`src/rtl/branch_resolve_unit.sv`:
```
// branch_resolve_unit
// Resolves the branches and jumps handed over by the fetch/decode stage. An
// ID/EX register holds each control-flow instruction for one cycle. The
// execute stage then computes the redirect pair (PCSrcE, PCTargetE) and the
// link write. After a taken redirect, a small squash FSM turns the two
// wrong-path decode slots into bubbles.
// Optional build macro: BRANCH_STATS_EN adds the BranchCntE/TakenCntE
// statistics counters and their ports.
module branch_resolve_unit #(
    parameter int unsigned     XLEN     = 32,
    parameter logic [XLEN-1:0] RESET_PC = '0
) (
    input  logic            clk,
    input  logic            rst,
    input  logic [31:0]     InstrD,
    input  logic [XLEN-1:0] PCD,
    input  logic [XLEN-1:0] PCPlus4D,
    input  logic [XLEN-1:0] RD1D,
    input  logic [XLEN-1:0] RD2D,
    output logic            PCSrcE,
    output logic [XLEN-1:0] PCTargetE,
    output logic            LinkWriteE,
    output logic [4:0]      RdE,
    output logic [XLEN-1:0] PCPlus4E,
    output logic            SquashE
`ifdef BRANCH_STATS_EN
    ,
    output logic [31:0]     BranchCntE,
    output logic [31:0]     TakenCntE
`endif
);

    typedef enum logic [1:0] {
        CLS_NONE   = 2'd0,
        CLS_BRANCH = 2'd1,
        CLS_JAL    = 2'd2,
        CLS_JALR   = 2'd3
    } ctrlClass_t;

    // Encoded as the squash count itself: 0 = normal flow, 1 = one more slot to kill
    typedef enum logic [1:0] {
        SQ_IDLE = 2'd0,
        SQ_ONE  = 2'd1
    } squashState_t;

    localparam logic [6:0] OPC_BRANCH = 7'b1100011;
    localparam logic [6:0] OPC_JAL    = 7'b1101111;
    localparam logic [6:0] OPC_JALR   = 7'b1100111;

    ctrlClass_t      classD;
    logic [XLEN-1:0] immD;

    logic            validE;
    ctrlClass_t      classE;
    logic [2:0]      funct3E;
    logic [XLEN-1:0] immE;
    logic [XLEN-1:0] pcE;
    logic [XLEN-1:0] pcPlus4E;
    logic [XLEN-1:0] rd1E;
    logic [XLEN-1:0] rd2E;
    logic [4:0]      rdE;
    logic            squashE;

    squashState_t    squashState;
    squashState_t    squashStateNext;
    logic            squashLoad;

    logic            taken;
    logic            redirect;
    logic [XLEN-1:0] jalrSum;
    logic [XLEN-1:0] target;

    // Decode the control-flow class and its sign-extended immediate; anything else is a bubble
    always_comb begin
        classD = CLS_NONE;
        immD   = '0;
        case (InstrD[6:0])
            OPC_BRANCH: begin
                immD = {{(XLEN-13){InstrD[31]}}, InstrD[31], InstrD[7],
                        InstrD[30:25], InstrD[11:8], 1'b0};
                // funct3 010/011 are not branch encodings
                if (InstrD[14:13] != 2'b01) begin
                    classD = CLS_BRANCH;
                end
            end
            OPC_JAL: begin
                immD   = {{(XLEN-21){InstrD[31]}}, InstrD[31], InstrD[19:12],
                          InstrD[20], InstrD[30:21], 1'b0};
                classD = CLS_JAL;
            end
            OPC_JALR: begin
                immD = {{(XLEN-12){InstrD[31]}}, InstrD[31:20]};
                if (InstrD[14:12] == 3'b000) begin
                    classD = CLS_JALR;
                end
            end
            default: begin
                classD = CLS_NONE;
            end
        endcase
    end

    // ID/EX register: loads decode every edge, or a cleared bubble while the squash FSM is killing slots
    always_ff @(posedge clk or negedge rst) begin
        if (!rst) begin
            validE   <= 1'b0;
            classE   <= CLS_NONE;
            funct3E  <= '0;
            immE     <= '0;
            pcE      <= '0;
            pcPlus4E <= '0;
            rd1E     <= '0;
            rd2E     <= '0;
            rdE      <= '0;
            squashE  <= 1'b0;
        end else if (squashLoad) begin
            validE   <= 1'b0;
            classE   <= CLS_NONE;
            funct3E  <= '0;
            immE     <= '0;
            pcE      <= '0;
            pcPlus4E <= '0;
            rd1E     <= '0;
            rd2E     <= '0;
            rdE      <= '0;
            squashE  <= 1'b1;
        end else begin
            validE   <= (classD != CLS_NONE);
            classE   <= classD;
            funct3E  <= InstrD[14:12];
            immE     <= immD;
            pcE      <= PCD;
            pcPlus4E <= PCPlus4D;
            rd1E     <= RD1D;
            rd2E     <= RD2D;
            rdE      <= InstrD[11:7];
            squashE  <= 1'b0;
        end
    end

    // Squash state register
    always_ff @(posedge clk or negedge rst) begin
        if (!rst) begin
            squashState <= SQ_IDLE;
        end else begin
            squashState <= squashStateNext;
        end
    end

    // A redirect kills the slot in D now and the one fetched before the redirect lands
    always_comb begin
        squashStateNext = squashState;
        squashLoad      = 1'b0;
        case (squashState)
            SQ_IDLE: begin
                if (redirect) begin
                    squashLoad      = 1'b1;
                    squashStateNext = SQ_ONE;
                end
            end
            SQ_ONE: begin
                squashLoad      = 1'b1;
                squashStateNext = SQ_IDLE;
            end
            default: begin
                squashStateNext = SQ_IDLE;
            end
        endcase
    end

    // Execute: branch condition and target address, all arithmetic wrapping modulo 2^XLEN
    always_comb begin
        taken = 1'b0;
        case (funct3E)
            3'b000:  taken = (rd1E == rd2E);
            3'b001:  taken = (rd1E != rd2E);
            3'b100:  taken = ($signed(rd1E) <  $signed(rd2E));
            3'b101:  taken = ($signed(rd1E) >= $signed(rd2E));
            3'b110:  taken = (rd1E <  rd2E);
            3'b111:  taken = (rd1E >= rd2E);
            default: taken = 1'b0;
        endcase

        jalrSum = rd1E + immE;
        if (classE == CLS_JALR) begin
            target = {jalrSum[XLEN-1:1], 1'b0};
        end else begin
            target = pcE + immE;
        end
    end

    assign redirect   = validE & ((classE == CLS_JAL) | (classE == CLS_JALR) |
                                  ((classE == CLS_BRANCH) & taken));
    assign PCSrcE     = redirect;
    assign PCTargetE  = (!rst) ? RESET_PC : (validE ? target : pcPlus4E);
    assign LinkWriteE = validE & ((classE == CLS_JAL) | (classE == CLS_JALR)) &
                        (rdE != 5'd0);
    assign RdE        = rdE;
    assign PCPlus4E   = pcPlus4E;
    assign SquashE    = squashE;

`ifdef BRANCH_STATS_EN
    // Free-running statistics: resolved branches and taken redirects, both wrapping at 2^32
    always_ff @(posedge clk or negedge rst) begin
        if (!rst) begin
            BranchCntE <= '0;
            TakenCntE  <= '0;
        end else begin
            if (validE && (classE == CLS_BRANCH)) begin
                BranchCntE <= BranchCntE + 32'd1;
            end
            if (redirect) begin
                TakenCntE <= TakenCntE + 32'd1;
            end
        end
    end
`else
    // Statistics counters are not built in this configuration
`endif

endmodule
```
`config.mk`:
```
export PLATFORM = sky130hd
export DESIGN_NAME = branch_resolve_unit
export DESIGN_NICKNAME = d
export VERILOG_FILES = /design/src/rtl/branch_resolve_unit.sv
export SDC_FILE = /design/constraint.sdc
export NUM_CORES = 1
export LEC_CHECK = 0
export ABC_AREA = 1
export BUFFER_PORTS_ARGS = -buffer_cell sky130_fd_sc_hd__buf_4
export CAP_MARGIN = 40
export CORE_ASPECT_RATIO = 1.75
export CORE_MARGIN = 5
export CORE_UTILIZATION = 59
export DETAILED_ROUTE_END_ITERATION = 7
export GPL_TIMING_DRIVEN = 1
export PLACE_DENSITY = 0.92
export SYNTH_ARGS = -nofsm -noshare
export SYNTH_HDL_FRONTEND = slang
export SYNTH_SLANG_ARGS = --single-unit
```
`constraint.sdc`:
```
create_clock -name clk -period 3.5 [get_ports clk]
set_input_delay 0.175 -clock clk [delete_from_list [all_inputs] [get_ports clk]]
set_output_delay 0.175 -clock clk [all_outputs]
set_load 0.05 [all_outputs]
```
; ---- After elaboration in Yosys (flattened, before gate mapping)
; Index checks and enable logic that the tools add are counted.
[classes]
reduce_logical = 5
n_mux = 22
n_lt_le_gt_ge = 4
addsub = 2
n_eq_ne = 16
bitwise = 6
[op_table]
columns = cell, count
row1 = $mux 32, 8
row2 = $pmux 32 s3, 1
row3 = $add 32x32->32, 2
row4 = $ge 32x32->1, 2
row5 = $lt 32x32->1, 2
row6 = $eq 32x32->1, 1
row7 = $ne 32x32->1, 1
row8 = $eq 7x7->1 const B, 3
row9 = $eq 3x3->1 const B, 4
row10 = $mux 2, 4
row11 = $logic_not 3->1, 2
row12 = $pmux 1 s6, 1
row13 = $pmux 2 s3, 1
row14 = $mux 5, 1
row15 = $reduce_bool 5->1, 1
row16 = $and 1x1->1, 4
row17 = $eq 2x1->1 const B, 2
row18 = $eq 2x2->1 const B, 2
row19 = $mux 1, 4
row20 = $eq 3x1->1 const B, 1
row21 = $mux 3, 1
row22 = $logic_not 2->1, 1
row23 = $ne 2x1->1 const B, 1
row24 = $ne 2x2->1 const B, 1
row25 = 3 further kinds, 4
[totals]
register_bits = 174
output_inout_bits = 72
in_bits = 162
wordCells = 66

; ---- Depth between registers and ports, before layout
[logic_depth]
word_depth = 8
ltp_mapped = 22
mapped_depth_nobuf = 20

; ---- Worst setup path after synthesis
; OpenSTA, ideal clock, no wires.
[synth_path]
path_kind = register to output
from = reg immE[0]
to = out PCTargetE[16]
arrival_time_ns = 2.830
stages_incl_launch_ff = 14
path_buffers = 0
path_slack_ns = 0.495
t_required_ns = 3.325
path_cell_list = dfrtp_1 -> ha_1 -> fa_1 -> nand2_1 -> nand2_1 -> o21a_1 -> nand2_1 -> nand3_1 -> a21oi_1 -> o21ai_0 -> or2_2 -> nand3_1 -> nand2_1 -> a21oi_1
[synth_via]
elab_chain_len = 4
[synth_rtl]
columns = item, line
row1 = start: declaration, 56  ; logic [XLEN-1:0] immE;
row2 = start signal: assignment, 131  ; immE <= immD;
row3 = $add 32x32->32 (on tied branches), "188, 184"
row4 = $mux 32 (*), 185  ; if (classE == CLS_JALR) begin
row5 = $mux 32 (*) (2 in series), 195  ; assign PCTargetE = (!rst) ? RESET_PC : (validE ? target : pcPlus4E);
row6 = end: declaration, 21  ; output logic [XLEN-1:0] PCTargetE,
; Mark *: on every way between the ends. The rest lies on a longest branch, timed or not.

; ---- Worst setup path in the final report
; Ends and elaborated chain as after synthesis.

==> summary.md <==
| Metric | Value |
|---|---|
| Lkg Pwr | `8.10 nW` |
| Cell area after layout | `15100 um2` |
| Initial antenna violation count | `3` |
| Via count | `12542` |
| DR pass1 iterations | `6` |
| Post-synth top area share | `36.2%` |
| Setup TNS | `0 ps` |
| Final RePlAce weighted congestion | `1.01` |
| Detailed Route WL | `45.0 mm` |
| CORE AREA | `18700 um2` |
| Pint | `0.00338 W` |
| Ys Warns | `0` |
| Startpoint Class | `register` |
| Seq/Total Area, Yosys | `36.2%` |
| VDD IR max | `0.484 mV` |
| M1 WL | `14.1 mm` |
| Hold Crit Endpoint | `pcE[7]` |
| Worst-skew pair later-pin latency | `440 ps` |
| Worst hold path class | `input port to register` |
| Core Rows | `66` |
| DRC | `0` |
| Gr usage total | `40.5%` |
| Largest net degree at the start of global routing | `123` |
| Maximum fanout along the worst path | `4` |
| Mapped Area | `11200 um2` |
| Vias per inst | `5.80` |
| Most common flop cell mapped by yosys | `dfrtp_1` |
| Worst-Margin Slew | `923 ps` |
| Worst EP arrival | `3250 ps` |
| Vias in the first global route | `12937` |
| Switching power share of the total | `31.0%` |
| Failing checks | `hold timing` |
| Fin. max-slew vios | `0` |
| Filler cells | `1151` |
| Crit Path Class | `register to primary output` |
| Layout cells sized above 1 | `21.0%` |
| Pwr dens | `324 nW/um2` |
| Met3 wire len | `3.24 mm` |
| Dpl hpwl | `28.7 mm` |
| Slew HR | `38.4%` |
| Placed Area | `13200 um2` |
| Tot Pwr | `0.00490 W` |
| R2R Path End | `rd1E[3]` |
| Critical Path RT | `3320 ps` |
| Cell taking the most area after synthesis | `dfrtp_1` |
| Clk buf depth | `2` |
| Sequential share of power | `41.2%` |
| CTS root buffer | `clkbuf_16` |
| Post-Syn Nets | `1802` |
| First-pass GRT wire length | `67.5 mm` |
| Antenna Nets Post-Route | `0` |
| Final #Nets | `2167` |
| CTS Buf Count | `17` |
| Hold slack | `-1.69 ps` |
| Syn Area/Cell | `7.24 um2` |
| Post-route minimum period | `3430 ps` |
| Per-cell routed wire length | `20.8 um` |
| Critical-path cell list | `ha_1 -> fa_1 -> nand2_1 -> nand2_1 -> o21a_2 -> nand2_1 -> nand3_2 -> a21oi_2 -> o21ai_0 -> or2_2 -> nand3_1 -> nand2_1 -> a21oi_2 -> buf_6` |
| Reg2reg setup slack | `320 ps` |
| Cell family with most CP delay | `simple AND/OR/NAND/NOR gates` |
| Ys async rst share | `100%` |
| First DRT Iteration DRCs | `1177` |
| RSZ-0062 raised after global routing | `true` |
| Crit end category | `primary output` |
| Syn Inst Count | `1545` |
| Hold Path Depth | `3` |
| Most common cell in the netlist | `inv_1` |
| Skew final | `13.8 ps` |
| Sum of buffers and inverters on the critical path | `1` |
| Total grt overflow | `0` |
| Height of the die | `192 um` |
| Synth cell types | `40` |
| Fmax | `0.292 GHz` |
| R2R Path Start | `rd1E[31]` |
| Clock edge transition at the registers on the reported setup and hold paths | `70 ps` |
| Max layer used | `met5` |
| Die area | `21900 um2` |
| Sink Count | `162` |
| CTS tree | `built` |
| Top cells by count, synth | `inv_1 (305), nand2_1 (263), nor2_1 (181)` |
| Max cap viols | `0` |
| Hold_sp | `PCD[7]` |
| Die W | `114 um` |
| Length of routed met2 wiring | `23.8 mm` |
| Post-synthesis register bit count | `162` |
| Fin util | `81.0%` |
| Worst path max stage delay | `390 ps` |
| Final Cycle Share | `97.9%` |
| Most common cell on crit path | `nand2_1` |
| Synth area leaders | `dfrtp_1 (36%), ha_1 (10%), inv_1 (10%)` |
| Slowest CP cell | `fa_1` |
| Logic gate share of total power | `21.7%` |
| NetSw | `0.00152 W` |
| Final setup fails | `0` |
| I/O pin total | `234` |
| Fin. Hold Viols | `1` |
| Initial Util | `60.0%` |
| Outcome | `finished, violations left` |
| EDFF count, synth | `0` |
| Area grow syn2layout | `35.1%` |
| PortBufs | `233` |
| H-tree Lvls | `4` |
| R2R depth | `15` |
| Clock Power Share | `37.1%` |
-- per-stage QoR --
step                worst slack (ps)  hold WS [ps]  cells
floorplan                        495          -121   1545
global placement                 230           174   1995
detailed placement               215           185   1996
CTS                             41.1          2.42   2159
global route                   -60.1          10.8   2163
finish                          72.7         -1.69   2163
-- registers in the layout, indices dropped and copies added (netlist names) --
register and flops:
funct3E 3, RdE 5, rd1E 32, pcE 32
validE 1, squashState 1, PCPlus4E 32, rd2E 32
SquashE 1, immE 21, classE 2
-- cell families (layout without fill, tap and decap cells) --
| group | after synthesis | in the layout | share of synthesized area (%) |
|---|---|---|---|
| xor gates and xnor gates | 6 | 6 | 0.470 |
| DFF | 162 | 162 | 36.2 |
| adders and majority gates | 95 | 95 | 10.8 |
| other | 0 | 2 | 0 |
| and+or+nand+nor | 665 | 665 | 26.8 |
| AOI/OAI and AO/OA | 279 | 279 | 13.7 |
| buffers and inverters | 338 | 716 | 12.0 |
-- power groups by stage --
stage	Sequential [W]	Combinational [W]	Clock, W
2_1_floorplan	0.00210	0.000442	0
3_3_place_gp	0.00204	0.000854	0
3_5_place_dp	0.00204	0.000876	0
4_1_cts	0.00201	0.00101	0.00177
5_1_grt	0.00202	0.00114	0.00187
6_report	0.00202	0.00106	0.00182
-- area by class of cell --
| type | count | area, um2 | share of cell area [%] |
|---|---|---|---|
| Antenna cell | 2 | 5.00 | 0.0331 |
| Sequential cell | 162 | 4060 | 26.8 |
| Tap cell | 238 | 298 | 1.97 |
| Multi-Input combinational cell | 1045 | 5870 | 38.8 |
| Clock buffer | 19 | 433 | 2.86 |
| Timing Repair Buffer | 379 | 3210 | 21.2 |
| Inverter | 305 | 1140 | 7.57 |
| Clock inverter | 13 | 110 | 0.728 |
-- routing by layer --
layer | GRT usage, % | vias to the layer above
met5 | 0 | -
met4 | 30.1 | 2
met3 | 8.10 | 273
met2 | 74.2 | 784
met1 | 39.0 | 5851
li1 | - | 5632
-- placed cells by master, fill, tap and decap left out, types with 3 or more instances in the layout --
master,synthesis,layout
clkinv_2,0,6
o21ai_0,98,91
o21bai_1,5,5
inv_6,0,3
dlygate4sd3_1,0,132
nor2_2,81,83
inv_1,305,305
o21a_1,5,4
nor3_1,18,17
o211ai_1,22,22
nand3_2,0,3
a21o_1,5,5
buf_4,0,242
a21oi_1,129,122
o221ai_1,3,3
a21oi_2,0,7
or2_2,12,12
dfrtp_1,162,160
ha_1,93,91
a21boi_0,3,3
clkbuf_16,0,17
nand4_1,12,12
o21ai_1,1,8
nor4_1,5,4
nand3_1,76,73
nand2_1,263,262
nor2_4,10,10
xor2_1,4,4
nor2_1,181,179
-- timing repair --
item                                    in CTS  in global routing
setup buffers                                0                  1
gates resized for setup                      2                 26
hold buffers                               131                  1
endpoints found under the setup margin       1                 17
pin swaps                                    0                  1
endpoints found under the hold margin      175                  1
-- worst max-delay path by stage --
stage / from / endpoint / slack (ps) / cells past startpoint
3_3_place_gp: immE[30] / PCTargetE[31] / 230 / 13
3_5_place_dp: immE[30] / PCTargetE[31] / 220 / 13
2_1_floorplan: immE[0] / PCTargetE[16] / 490 / 13
5_1_grt: immE[0] / PCTargetE[16] / -60 / 14
4_1_cts: immE[0] / PCTargetE[16] / 40 / 14
6_report: immE[0] / PCTargetE[16] / 70 / 14
-- worst reg2reg max path, stage by stage, from the launching register on --
cell and delay (ps):
dfrtp_1 420, ha_1 370, nand2_1 110, nor2_2 150, nand2_1 100, nor3b_2 270, nand2_1 170, o21ai_1 140
inv_1 60, nand2_1 60, nor2_1 50, nand3_1 90, nand2_2 90, nand3_4 90, buf_12 530, nor2_1 300
No activity file was read; power rests on OpenSTA's default activity.
